**src/rtl/quad_steer_decoder_if.sv**
```systemverilog
// quad_steer_decoder_if: groups the sample enable, quadrature inputs, read
// strobe and all decoder outputs into one bundle. The master side (the
// environment) drives ce/quad_a/quad_b/rd. The slave side (the decoder)
// returns the position, delta, direction and pulse outputs.
interface quad_steer_decoder_if #(
  parameter int CNT_W = 8
);
  logic              ce;
  logic              quad_a;
  logic              quad_b;
  logic              rd;
  logic [CNT_W-1:0]  position;
  logic signed [7:0] delta;
  logic              dir;
  logic              step;
  logic              err;
  logic [3:0]        err_cnt;

  modport master (
    output ce, quad_a, quad_b, rd,
    input  position, delta, dir, step, err, err_cnt
  );

  modport slave (
    input  ce, quad_a, quad_b, rd,
    output position, delta, dir, step, err, err_cnt
  );
endinterface

```
**src/rtl/quad_steer_decoder.sv**
```systemverilog
// quad_steer_decoder: quadrature decoder for a steering encoder.
// The quadrature phases are synchronized with two flops, advanced on ce.
// They can optionally pass through a per-phase stability filter, which is
// enabled by defining the macro QUAD_FILTER_EN. The filtered {A,B} pair is
// then compared against its previous value on every ce cycle.
// Legal single-bit moves step the wrap-around position and the saturating
// delta. A move where both bits change is flagged on err and counted in err_cnt.
// Without QUAD_FILTER_EN the synchronizer output feeds the decoder directly,
// and FILT_LEN is only range-checked.
module quad_steer_decoder #(
  parameter int FILT_LEN = 4,
  parameter int CNT_W    = 8
) (
  input logic                 CLK,
  input logic                 Reset_n,
  quad_steer_decoder_if.slave bus
);

  typedef enum logic [1:0] {
    MOVE_NONE = 2'd0,
    MOVE_CW   = 2'd1,
    MOVE_CCW  = 2'd2,
    MOVE_ERR  = 2'd3
  } move_t;

  // Map a Gray-coded {A,B} pair onto its position in the clockwise cycle
  // 00 -> 01 -> 11 -> 10, so that a move becomes a modulo-4 difference.
  function automatic logic [1:0] gray_to_phase(input logic [1:0] ab);
    logic [1:0] ph;
    case (ab)
      2'b00:   ph = 2'd0;
      2'b01:   ph = 2'd1;
      2'b11:   ph = 2'd2;
      2'b10:   ph = 2'd3;
      default: ph = 2'd0;
    endcase
    return ph;
  endfunction

  // Classify a transition: +1 phase is clockwise, -1 is counter-clockwise,
  // +2 means both bits flipped at once and the true direction is unknown.
  function automatic move_t classify_move(input logic [1:0] prev_ab,
                                          input logic [1:0] cur_ab);
    logic [1:0] diff;
    move_t      mv;
    diff = gray_to_phase(cur_ab) - gray_to_phase(prev_ab);
    case (diff)
      2'd0:    mv = MOVE_NONE;
      2'd1:    mv = MOVE_CW;
      2'd2:    mv = MOVE_ERR;
      2'd3:    mv = MOVE_CCW;
      default: mv = MOVE_NONE;
    endcase
    return mv;
  endfunction

  // The stability counter is 4 bits wide, so the hold length must fit.
  if (FILT_LEN < 1 || FILT_LEN > 15) begin : g_filt_len_check
    $error("quad_steer_decoder: FILT_LEN must lie in 1..15");
  end

  logic              sync_a1_r;
  logic              sync_a2_r;
  logic              sync_b1_r;
  logic              sync_b2_r;
  logic [1:0]        cur_pair_s;
  logic [1:0]        prev_pair_r;
  move_t             move_s;
  logic [CNT_W-1:0]  position_r;
  logic signed [7:0] delta_r;
  logic              dir_r;
  logic              step_r;
  logic              err_r;
  logic [3:0]        err_cnt_r;

  // Two-flop synchronizers for the asynchronous phase inputs, advanced on ce.
  always_ff @(posedge CLK) begin
    if (!Reset_n) begin
      sync_a1_r <= 1'b0;
      sync_a2_r <= 1'b0;
      sync_b1_r <= 1'b0;
      sync_b2_r <= 1'b0;
    end else if (bus.ce) begin
      sync_a1_r <= bus.quad_a;
      sync_a2_r <= sync_a1_r;
      sync_b1_r <= bus.quad_b;
      sync_b2_r <= sync_b1_r;
    end else begin
      sync_a1_r <= sync_a1_r;
      sync_a2_r <= sync_a2_r;
      sync_b1_r <= sync_b1_r;
      sync_b2_r <= sync_b2_r;
    end
  end

`ifdef QUAD_FILTER_EN
  // Accept a new level on the FILT_LEN-th consecutive differing sample,
  // which is the moment the counter already holds FILT_LEN-1.
  localparam logic [3:0] FILT_LAST = 4'(FILT_LEN - 1);

  logic [3:0] stab_a_r;
  logic [3:0] stab_b_r;
  logic       filt_a_r;
  logic       filt_b_r;

  // Per-phase stability filter: count differing ce samples and clear the
  // count as soon as the synchronized level returns to the filtered level.
  always_ff @(posedge CLK) begin
    if (!Reset_n) begin
      stab_a_r <= 4'd0;
      stab_b_r <= 4'd0;
      filt_a_r <= 1'b0;
      filt_b_r <= 1'b0;
    end else if (bus.ce) begin
      if (sync_a2_r != filt_a_r) begin
        if (stab_a_r == FILT_LAST) begin
          filt_a_r <= sync_a2_r;
          stab_a_r <= 4'd0;
        end else begin
          stab_a_r <= stab_a_r + 4'd1;
        end
      end else begin
        stab_a_r <= 4'd0;
      end
      if (sync_b2_r != filt_b_r) begin
        if (stab_b_r == FILT_LAST) begin
          filt_b_r <= sync_b2_r;
          stab_b_r <= 4'd0;
        end else begin
          stab_b_r <= stab_b_r + 4'd1;
        end
      end else begin
        stab_b_r <= 4'd0;
      end
    end else begin
      stab_a_r <= stab_a_r;
      stab_b_r <= stab_b_r;
      filt_a_r <= filt_a_r;
      filt_b_r <= filt_b_r;
    end
  end

  assign cur_pair_s = {filt_a_r, filt_b_r};
`else
  assign cur_pair_s = {sync_a2_r, sync_b2_r};
`endif

  // Classify the move between the last decoded pair and the current pair.
  always_comb begin
    move_s = classify_move(prev_pair_r, cur_pair_s);
  end

  // Decode stage: track the previous pair and update position, direction,
  // the one-cycle step/err pulses and the saturating error count.
  always_ff @(posedge CLK) begin
    if (!Reset_n) begin
      prev_pair_r <= 2'b00;
      position_r  <= '0;
      dir_r       <= 1'b0;
      step_r      <= 1'b0;
      err_r       <= 1'b0;
      err_cnt_r   <= 4'd0;
    end else if (bus.ce) begin
      prev_pair_r <= cur_pair_s;
      step_r      <= 1'b0;
      err_r       <= 1'b0;
      case (move_s)
        MOVE_CW: begin
          position_r <= position_r + CNT_W'(1);
          dir_r      <= 1'b1;
          step_r     <= 1'b1;
        end
        MOVE_CCW: begin
          position_r <= position_r - CNT_W'(1);
          dir_r      <= 1'b0;
          step_r     <= 1'b1;
        end
        MOVE_ERR: begin
          err_r <= 1'b1;
          if (err_cnt_r != 4'd15) begin
            err_cnt_r <= err_cnt_r + 4'd1;
          end else begin
            err_cnt_r <= err_cnt_r;
          end
        end
        default: begin
          position_r <= position_r;
        end
      endcase
    end else begin
      // Pulses last exactly one CLK cycle even when ce stays low afterwards.
      step_r <= 1'b0;
      err_r  <= 1'b0;
    end
  end

  // Signed step accumulator: rd clears it on any edge (ce not required),
  // and a step on the same edge as rd becomes the first count of the new window.
  always_ff @(posedge CLK) begin
    if (!Reset_n) begin
      delta_r <= 8'sd0;
    end else if (bus.rd) begin
      if (bus.ce && (move_s == MOVE_CW)) begin
        delta_r <= 8'sd1;
      end else if (bus.ce && (move_s == MOVE_CCW)) begin
        delta_r <= -8'sd1;
      end else begin
        delta_r <= 8'sd0;
      end
    end else if (bus.ce) begin
      if ((move_s == MOVE_CW) && (delta_r != 8'sh7F)) begin
        delta_r <= delta_r + 8'sd1;
      end else if ((move_s == MOVE_CCW) && (delta_r != -8'sd128)) begin
        delta_r <= delta_r - 8'sd1;
      end else begin
        delta_r <= delta_r;
      end
    end else begin
      delta_r <= delta_r;
    end
  end

  assign bus.position = position_r;
  assign bus.delta    = delta_r;
  assign bus.dir      = dir_r;
  assign bus.step     = step_r;
  assign bus.err      = err_r;
  assign bus.err_cnt  = err_cnt_r;

endmodule

```
**src/flat_wrapper.sv**
```systemverilog
// flat-port wrapper written by rule: the top's interface ports become plain ports
module quad_steer_decoder_flat 
#(
  parameter int FILT_LEN = 4,
  parameter int CNT_W    = 8
)
  (CLK, Reset_n, bus_ce, bus_quad_a, bus_quad_b, bus_rd, bus_position, bus_delta, bus_dir, bus_step, bus_err, bus_err_cnt);
  quad_steer_decoder_if #(.CNT_W(CNT_W)) bus_i ();
  input logic CLK;
  input logic Reset_n;
  input wire logic [$bits(bus_i.ce)-1:0] bus_ce;
  input wire logic [$bits(bus_i.quad_a)-1:0] bus_quad_a;
  input wire logic [$bits(bus_i.quad_b)-1:0] bus_quad_b;
  input wire logic [$bits(bus_i.rd)-1:0] bus_rd;
  output wire logic [$bits(bus_i.position)-1:0] bus_position;
  output wire logic [$bits(bus_i.delta)-1:0] bus_delta;
  output wire logic [$bits(bus_i.dir)-1:0] bus_dir;
  output wire logic [$bits(bus_i.step)-1:0] bus_step;
  output wire logic [$bits(bus_i.err)-1:0] bus_err;
  output wire logic [$bits(bus_i.err_cnt)-1:0] bus_err_cnt;
  assign bus_i.ce = bus_ce;
  assign bus_i.quad_a = bus_quad_a;
  assign bus_i.quad_b = bus_quad_b;
  assign bus_i.rd = bus_rd;
  assign bus_position = bus_i.position;
  assign bus_delta = bus_i.delta;
  assign bus_dir = bus_i.dir;
  assign bus_step = bus_i.step;
  assign bus_err = bus_i.err;
  assign bus_err_cnt = bus_i.err_cnt;
  quad_steer_decoder #(.FILT_LEN(FILT_LEN), .CNT_W(CNT_W)) u_core (.CLK(CLK), .Reset_n(Reset_n), .bus(bus_i));
endmodule
```
**config.mk**
```make
export PLATFORM = sky130hd
export DESIGN_NAME = quad_steer_decoder_flat
export DESIGN_NICKNAME = d
export VERILOG_FILES = /design/src/rtl/quad_steer_decoder_if.sv /design/src/rtl/quad_steer_decoder.sv /design/src/flat_wrapper.sv
export SDC_FILE = /design/constraint.sdc
export NUM_CORES = 1
export LEC_CHECK = 0
export ABC_AREA = 1
export CORE_MARGIN = 3
export CORE_UTILIZATION = 60
export CTS_BUF_LIST = sky130_fd_sc_hd__clkbuf_8
export DETAILED_ROUTE_END_ITERATION = 12
export PLACE_DENSITY = 0.87
export SLEW_MARGIN = 20
export SYNTH_ARGS = -nofsm -noshare
export SYNTH_HDL_FRONTEND = slang
export SYNTH_SLANG_ARGS = --single-unit
```
**constraint.sdc**
```tcl
create_clock -name CLK -period 6.6 [get_ports CLK]
set_clock_uncertainty 0.05 [all_clocks]
set_input_delay 1.32 -clock CLK [delete_from_list [all_inputs] [get_ports CLK]]
set_output_delay 1.32 -clock CLK [all_outputs]
set_load 0.05 [all_outputs]
```
==> metrics <==
cts hold-fix bufs=0; Hold Path Stages=2; Post-CTS Resized=0; Worst Setup SP=u_core.sync_a2_r; Layout area overhead=21.95%; Detailed Route WL=approximately 4.5 mm; drt wl/cell=between 10 and 15 um; Critical Path AT=approximately 3.3 ns; Pwr per Cell Area=315.1 nW/um2; Max Root-Sink Buffers=2; Core Region=3078 um2; Die ar.=roughly 4000 um2; Total Power=~0.76 mW; outcome=finished, final reports clean; first-pass GRT wire length=just under 8 mm; FMAX=about 320 MHz; final antenna-violating net count=0; multi-input logic area=~1200 um2; final worst path period need=about 3.1 ns; Worst-Margin Slew=0.5649 ns; H-tree levels=2; CP Capture Type=flip-flop; crit share post-route=between 40% and 50%; hold_ws=approximately 0.43 ns; final number of hold-violating endpoints=0; n_diodes=0; total CTS buffers=5; Initial DRC Count=just over 90; IO Port Bufs=28; largest net degree at the start of global routing=19; Final GP Congestion=about 0.86; dpl hpwl=roughly 3.3 mm; Main synth FF type=dfxtp_1; fin. max-slew vios=0; Layout Utilization=between 70 and 80%; asr flop ratio synth=0%; DRC=0; Worst R2R Path Depth=20; CP peak stage delay=roughly 0.37 ns; clock sinks=29; number of synthesized flops with an enable pin=0; sequential element share of the synthesized area=about 30%; clk slew on worst S/H paths=about 0.060 ns; Total GRT Usage=25.03%; R2R setup slack=3.46 ns; syn avg cell area=slightly above 7 um2; Mapped Nets=300; Skew-Pair Late Insertion Delay=0.29 ns; fillcell total=between 200 and 250; max-cap violations=0; Final nets=around 330; I/O pin cnt=29; Leakage=between 1 and 1.5 nW; starting density of the core=a little under two thirds; CP Launch Type=flip-flop; DIE HEIGHT=63.26 um; via count=between 1,500 and 2,000; Setup Buffers After CTS=0; layout cells sized above 1=under 10%; CP max stage cell=dfxtp_1; vias in the first global route=about 1,800; worst-path cell chain=inv_1 -> ha_1 -> inv_1 -> ha_1 -> inv_1 -> nand3_2 -> nand2_1 -> nand2_2 -> nand2_4 -> nand2_1 -> inv_1 -> ha_1 -> a21oi_1 -> nand2_1 -> nand2_1 -> nand3_1 -> xor2_1 -> nand3_1 -> nand2_1 -> nor2_1; min-delay src=u_core.bus.err_cnt[1]; FF+latch count, synth=29; post-DR vias/cell=roughly 5.3; chip width=around 63 um; final setup fails=0; relative slew slack=between 60 and 70%; Max FO, Critical Path=7; hold path endpoint=u_core.bus.err_cnt[1]; row count=20; root buffer cell=clkbuf_8; Initial DRT Pass Iterations=4; synth unique cells=32; RSZ-0062 raised after global routing=no; Mapped Cells=around 270; TritonCTS clock tree=yes; min-delay worst type=flip-flop to flip-flop; required time worst endpoint=6.73 ns; CP most frequent cell=nand2_1; Max VDD drop=0.2266 mV; CP Class=flip-flop to flip-flop; Setup TNS=0 ns; warnings from Yosys=0; Cell Area, Synth=about 2000 um2; register area=roughly 580 um2; antenna violations before repair=0; R2R Path End=u_core.bus.position[7]; gr ovfl total=0; RR Startpoint=u_core.sync_a2_r
cells by family (layout without fill, tap and decap cells):
kind of cell    Yosys count  after routing  synth area share, %
simple gates            109            109                26.78
compound gates           56             56                15.20
buf+inv                  44             76                8.652
xor+xnor                 10             10                4.453
flops                    29             29                29.52
fa+ha+maj                23             23                15.39
critical path, delay by kind of cell (launching register included):
family / cells / cell delay, ns
fa+ha+maj: 3 / 0.80
xor+xnor: 1 / 0.23
simple gates: 11 / 1.01
flops: 1 / 0.37
buf+inv: 4 / 0.40
compound gates: 1 / 0.17
sequential cells by signal (all words and copies together), names as in the netlist:
register	count
u_core.bus.err_cnt	4
u_core.bus.delta	8
u_core.bus.err	1
u_core.sync_b2_r	1
u_core.sync_a1_r	1
u_core.prev_pair_r	2
u_core.sync_b1_r	1
u_core.bus.step	1
u_core.bus.position	8
u_core.bus.dir	1
u_core.sync_a2_r	1
layout by cell type, fill, tap and decap left out, drive strengths merged:
cell type and instances:
xor2 5, nand3 21, clkinv 2, dfxtp 29
o21bai 2, a31oi 1, a21oi 29, xnor2 5
clkbuf 6, nand2 50, o211ai 1, o21a 1
clkdlybuf4s50 28, nand4 3, o21ai 22, nor2 33
fa 2, nand3b 1, ha 21, inv 39
nor3 1, bufinv 1
area by class of cell:
cell class                      instances  share of cell area, %
Sequential cell                        29                  24.20
Clock buffer                            6                  3.443
Timing Repair Buffer                   28                  11.68
Clock inverter                          2                  1.408
Tap cell                               44                  2.295
Multi-Input combinational cell        198                  50.70
Inverter                               40                  6.260
cells in the mapped netlist (2+ instances only):
cell      count  area share [%]
a21oi_1      27             6.9
a21oi_2       2            0.89
clkbuf_1      2            0.38
clkinv_1      2            0.38
dfxtp_1      29              30
fa_1          2             2.0
ha_1         21              13
inv_1        32             6.1
inv_2         6             1.1
nand2_1      47             9.0
nand2_4       2             1.1
nand3_1      15             3.8
nand3_2       4             2.0
nand3_4       2             1.8
nand4_1       2            0.64
nor2_1       31             5.9
o21ai_0      11             2.8
o21ai_1      11             2.8
o21bai_1      2            0.76
xnor2_1       5             2.2
xor2_1        5             2.2
routing by layer:
layer | GRT usage [%] | wire length, um | up-vias
met5 | 0 | 0 | -
met4 | 11.05 | 99 | 0
met3 | 6.239 | 186 | 13
met2 | 41.11 | 2248 | 34
met1 | 30.93 | 1973 | 830
li1 | - | - | 946
through the flow:
step | std cells | cell area, um2 | setup slack (ns)
2_1_floorplan | 271 | 1967 | 3.894
3_5_place_dp | 339 | 2282 | 3.361
5_1_grt | 347 | 2399 | 3.121
4_1_cts | 347 | 2399 | 3.435
3_3_place_gp | 339 | 2282 | 3.483
6_report | 347 | 2399 | 3.458
worst max path at each step:
stage               cells after the start                     end
floorplan                              16     u_core.bus.delta[7]
global placement                        9     u_core.bus.delta[4]
detailed placement                      9     u_core.bus.delta[4]
CTS                                    20  u_core.bus.position[7]
global route                           20  u_core.bus.position[7]
finish                                 20  u_core.bus.position[7]
where the power goes:
group	leakage, nW	total, mW	switching (mW)	internal (mW)
logic	0.797	0.343	0.221	0.122
registers	0.238	0.221	0.0244	0.197
clock network	0.0626	0.191	0.0700	0.121
(Power assumes the default switching activity.)
